File: config.mk
export PLATFORM = sky130hd
export DESIGN_NAME = square_game_sequencer
export DESIGN_NICKNAME = d
export VERILOG_FILES = /design/src/rtl/square_game_sequencer.sv
export SDC_FILE = /design/constraint.sdc
export NUM_CORES = 1
export LEC_CHECK = 0
export CORE_MARGIN = 2
export CORE_UTILIZATION = 51
export DETAILED_ROUTE_END_ITERATION = 16
export GPL_ROUTABILITY_DRIVEN = 0
export PLACE_DENSITY = 0.79
export SETUP_SLACK_MARGIN = 0.3
export SYNTH_ARGS = -nofsm -noshare
export SYNTH_HDL_FRONTEND = slang
export SYNTH_SLANG_ARGS = --single-unit
File: constraint.sdc
create_clock -name clk -period 3.1 [get_ports clk]
set_clock_uncertainty 0.1 [all_clocks]
set_input_delay 0.465 -clock clk [delete_from_list [all_inputs] [get_ports clk]]
set_output_delay 0.465 -clock clk [all_outputs]
set_load 0.02 [all_outputs]
File: src/rtl/square_game_sequencer.sv
// Game-level sequencer: debounced start/pause button, frame-synchronised position commit,
// lives/frame budget bookkeeping and the IDLE/PLAY/PAUSE/OVER state machine.
module square_game_sequencer #(
    parameter int unsigned START_X         = 300,
    parameter int unsigned START_Y         = 220,
    parameter int unsigned ROUND_FRAMES    = 1800,
    parameter int unsigned LIVES           = 3,
    parameter int unsigned DEBOUNCE_CYCLES = 500000
) (
    input  logic        clk,
    input  logic        reset,
    input  logic        btnC,
    input  logic        refresh_tick,
    input  logic [19:0] position_next,
    input  logic        hit,
    output logic [19:0] position,
    output logic        status,
    output logic [1:0]  state,
    output logic [1:0]  lives,
    output logic [10:0] frames_left,
    output logic        win
);

    localparam int unsigned CNT_W = (DEBOUNCE_CYCLES > 1) ? $clog2(DEBOUNCE_CYCLES) : 1;
    localparam logic [CNT_W-1:0] CNT_LAST  = CNT_W'(DEBOUNCE_CYCLES - 1);
    localparam logic [19:0]      START_POS = {10'(START_Y), 10'(START_X)};

    typedef enum logic [1:0] {
        IDLE  = 2'd0,
        PLAY  = 2'd1,
        PAUSE = 2'd2,
        OVER  = 2'd3
    } state_t;

    logic [1:0]       btn_sync;
    logic             btn_acc;
    logic             btn_acc_d;
    logic [CNT_W-1:0] db_cnt;
    logic [2:0]       tick_sync;
    logic             press;
    logic             frame;

    state_t      state_q, state_n;
    logic [19:0] pos_q, pos_n;
    logic [1:0]  lives_q, lives_n;
    logic [10:0] frames_q, frames_n;
    logic        win_q, win_n;
    logic        status_q;

    // Button synchroniser + debounce, frame strobe synchroniser
    always_ff @(posedge clk or negedge reset) begin
        if (!reset) begin
            btn_sync  <= '0;
            btn_acc   <= 1'b0;
            btn_acc_d <= 1'b0;
            db_cnt    <= '0;
            tick_sync <= '0;
        end else begin
            btn_sync  <= {btn_sync[0], btnC};
            btn_acc_d <= btn_acc;
            if (btn_sync[1] == btn_acc) begin
                db_cnt <= '0;
            end else if (db_cnt == CNT_LAST) begin
                btn_acc <= btn_sync[1];
                db_cnt  <= '0;
            end else begin
                db_cnt <= db_cnt + CNT_W'(1);
            end
            tick_sync <= {tick_sync[1:0], refresh_tick};
        end
    end

    assign press = btn_acc & ~btn_acc_d;
    assign frame = tick_sync[1] & ~tick_sync[2];

    // State and game registers
    always_ff @(posedge clk or negedge reset) begin
        if (!reset) begin
            state_q  <= IDLE;
            pos_q    <= START_POS;
            lives_q  <= 2'd0;
            frames_q <= 11'd0;
            win_q    <= 1'b0;
            status_q <= 1'b0;
        end else begin
            state_q  <= state_n;
            pos_q    <= pos_n;
            lives_q  <= lives_n;
            frames_q <= frames_n;
            win_q    <= win_n;
            status_q <= (state_n == PLAY);
        end
    end

    // Next-state: a frame is fully applied before a coincident press; ending the game beats pausing
    always_comb begin
        state_n  = state_q;
        pos_n    = pos_q;
        lives_n  = lives_q;
        frames_n = frames_q;
        win_n    = win_q;
        case (state_q)
            IDLE: begin
                if (press) begin
                    state_n  = PLAY;
                    pos_n    = START_POS;
                    lives_n  = 2'(LIVES);
                    frames_n = 11'(ROUND_FRAMES);
                    win_n    = 1'b0;
                end
            end
            PLAY: begin
                if (frame) begin
                    if (hit) begin
                        lives_n = (lives_q != 2'd0) ? lives_q - 2'd1 : 2'd0;
                        pos_n   = START_POS;
                    end else begin
                        pos_n = position_next;
                    end
                    frames_n = (frames_q != 11'd0) ? frames_q - 11'd1 : 11'd0;
                end
                if (frame && hit && (lives_n == 2'd0)) begin
                    state_n = OVER;
                    win_n   = 1'b0;
                end else if (frame && (frames_n == 11'd0)) begin
                    state_n = OVER;
                    win_n   = 1'b1;
                end else if (press) begin
                    state_n = PAUSE;
                end
            end
            PAUSE: begin
                if (press) state_n = PLAY;
            end
            OVER: begin
                if (press) state_n = IDLE;
            end
            default: state_n = IDLE;
        endcase
    end

    assign position    = pos_q;
    assign status      = status_q;
    assign state       = state_q;
    assign lives       = lives_q;
    assign frames_left = frames_q;
    assign win         = win_q;

endmodule

==> impl_results.md <==
* Status: complete, no violations
* Clock-pin slew on the worst setup and hold paths at 0.07 ns
* Worst min path class: register to register
* Clock Tree Buf Depth at 2
* Number of global-route vias before repair at 2522
* F_max at 367 MHz
* PwrDens at 409 nW/µm²
* Crit path depth at 8
* Worst slew margin at 0.387
* VDD IR max at 298 µV
* Setup TNS at 0 ns
* EDFF count, synth at 0
* First-pass GRT wire length at 11400 µm
* Final worst path period need at 2.73 ns
* FP Rows at 28
* CP max FO at 4
* FF-to-FF Start: frames_left[0]
* Max-slew violations at 0
* Top cells by area, synth: dfrtp_1 (44%), dfstp_2 (7.8%), nand2_1 (6.0%)
* Root Buffer: clkbuf_8
* Netlist cell types at 50
* Share of cells above drive strength 1 at 0.108
* Arrival time of the worst setup path at 2.86 ns
* Vias/cell at 5.55
* Clock Latency Late Sink at 0.33 ns
* Antenna Cells at 0
* Syn-to-layout area delta at 29.9%
* LEAKAGE at 1.73 nW
* Register Area at 1590 µm²
* Die Y at 81.3 µm
* Crit path capture: status
* Crit path launch type: register
* Synth warn at 0
* #FFs+latches synth at 63
* Total of max-cap violations at 0
* Async S/R FF share, synth at 1.00
* Critical path's slowest cell: or4_4
* Mapped Area at 3050 µm²
* Critical path required time at 3.23 ns
* Syn_nets at 357
* Htree depth at 3
* DRT Wirelength at 6880 µm
* GRT Util Overall at 0.225
* Starting Density at 0.521
* Crit Path Class: register to register
* Dpl hpwl at 4730 µm
* Area of the multi-input gates at 1400 µm²
* Most common flop cell mapped by yosys: dfrtp_1
* Die Area at 6610 µm²
* Critical R2R Capture: status
* Syn Inst Count at 330
* Yosys top cell by area: dfrtp_1
* Critical path launch point: frames_left[0]
* Sinks on Clock Net at 63
* RSZ-0062 raised after global routing: no
* Placed cell count at 454
* Drt drc at 0
* R2R depth at 8
* Worst slew pin tran at 0.914 ns
* Die Span X at 81.3 µm
* Synth Area per Inst at 9.24 µm²
* Hold wc startpoint: btn_sync[0]
* Non-filler cells, final at 473
* Initial DRC Count at 139
* Post-detailed-route count of antenna-violating nets at 0
* Worst setup EP type: register
* Total vias in the final route at 2626
* Top Ports at 62
* Port Buffers at 61
* Cell family with most CP delay: simple AND/OR/NAND/NOR gates
* Crit share post-route at 0.879
* CORE AREA at 5850 µm²
* Critical Path, Cell by Cell: inv_2 > ha_1 > or3b_4 > nor3_4 > mux2_4 > a211o_1 > or4_4 > a21o_1
* Final setup viols at 0
* Total gr overflow at 0
* Pre-Repair DR Iteration Count at 4
* Largest net degree at the start of global routing at 44
* Buffers & Inverters on Critical Path at 1
* DR WL/cell at 14.5 µm
* Initial antenna violation count at 0
* TritonCTS buffer count at 9
* Final hold vios at 0
* Slowest stage delay, CP at 0.56 ns
* Fillers at 486
* TritonCTS clock tree: yes
* Nets at 420
* Share of the synthesized area in the top cell type at 0.443
* FF-to-FF setup slack at 0.37 ns
* Seq/Total Area, Yosys at 0.521
## routing by layer
metal	track usage	share of wire	up-vias
met5	0	0	-
met4	0.0695	0.014	0
met3	0.0789	0.050	11
met2	0.362	0.51	84
met1	0.285	0.42	1273
li1	-	-	1258
## sequential cells by signal, indices dropped and copies added (netlist names)
name,cells
btn_acc,1
btn_acc_d,1
btn_sync,2
db_cnt,19
frames_left,11
lives,2
position,20
state,2
status,1
tick_sync,3
win,1
## how the worst min path moves through the flow
stage | endpoint | slack (ns) | cells after the start
5_1_grt | tick_sync[1] | 0.26 | 0
6_report | btn_sync[1] | 0.25 | 0
2_1_floorplan | btn_acc | 0.07 | 0
4_1_cts | tick_sync[1] | 0.25 | 0
3_3_place_gp | tick_sync[1] | 0.24 | 0
3_5_place_dp | tick_sync[1] | 0.24 | 0
## power by group
part | leakage, nW | switching (W) | internal (W) | total (W)
clock | 0.100 | 0.000309 | 0.000390 | 0.000699
combinational | 0.878 | 0.0000427 | 0.0000439 | 0.0000866
sequential | 0.748 | 0.00000524 | 0.000829 | 0.000834
## kinds of logic (layout without fill, tap and decap cells)
group,count (synthesis),count (layout),share of synthesized area
multiplexers,2,2,0.00739
XOR/XNOR,20,20,0.0575
flip-flops,63,63,0.521
AO/OA/AOI/OAI,71,71,0.140
buffers and inverters,22,90,0.0300
adder cells (fa/ha/maj),2,2,0.00821
AND/OR/NAND/NOR,150,150,0.236
## worst reg2reg max path: stages (launching register included)
cell     delay (ns)
dfrtp_2        0.41
inv_2          0.06
ha_1           0.17
or3b_4         0.43
nor3_4         0.14
mux2_4         0.32
a211o_1        0.27
or4_4          0.56
a21o_1         0.17
## repair_timing
item | 4_1_cts | 5_1_grt
setup buffers | 2 | 0
endpoints found under the hold margin | 13 | 0
pin swaps | 0 | 3
endpoints found under the setup margin | 1 | 1
hold buffers | 1 | 0
gates resized for setup | 0 | 4
## final cells by class
type,instances,area share
inverter,8,0.00758
multi-input combinational,245,0.353
tap,75,0.0237
clock inverter,4,0.0114
timing repair buffer,66,0.166
clock buffer,12,0.0367
sequential,63,0.402
## synth_stat cells, types with 2 or more instances
library cell,count
nor4_1,3
dfrtp_1,54
nand3_1,12
a21o_1,4
a21oi_1,14
nand3b_1,3
nor3_1,7
buf_1,2
a31oi_1,2
nor4_2,2
nand4_1,4
o22a_1,3
nor2_1,49
xor2_1,9
nand2b_1,3
o21ai_1,2
or3b_4,2
xnor2_1,11
ha_1,2
or4_1,2
and3_1,2
inv_1,8
o31ai_1,3
nand2_1,49
dfstp_2,9
o21ai_0,32
a22o_1,2
clkbuf_1,10
nor2b_1,4
## through the flow
step,utilization,power (W),cell area [µm²],hold WS (ns),worst slack (ns)
final,0.677,0.00162,3960,0.252,0.375
after global routing,0.677,0.00169,3960,0.257,0.322
after CTS,0.673,0.00164,3940,0.254,0.328
after detailed placement,0.636,0.000935,3720,0.239,0.279
after global placement,0.636,0.000934,3720,0.235,0.357
after floorplan,-,0.000879,3060,0.0694,0.364
## cell usage in the layout (no fill, tap or decap), types with 2 or more instances in the layout
master,instances
o31ai_1,3
clkbuf_8,10
o22a_1,3
nor4_1,3
or3b_4,2
nand4_1,4
a31oi_1,2
dfstp_2,9
nand3_1,12
dfrtp_1,52
xnor2_1,11
and3_1,2
ha_1,2
a21o_1,4
nor3_1,6
inv_1,7
nand2_1,49
nor2b_1,4
dfrtp_2,2
xor2_1,9
clkinv_2,3
o21ai_0,32
clkdlybuf4s50_1,60
nand3b_1,3
o21ai_1,2
clkbuf_1,2
or4_1,2
a22o_1,2
nand2b_1,3
buf_4,3
a21oi_1,14
nor2_1,49
nor4_2,2
Power figures use the tool's default switching activity.
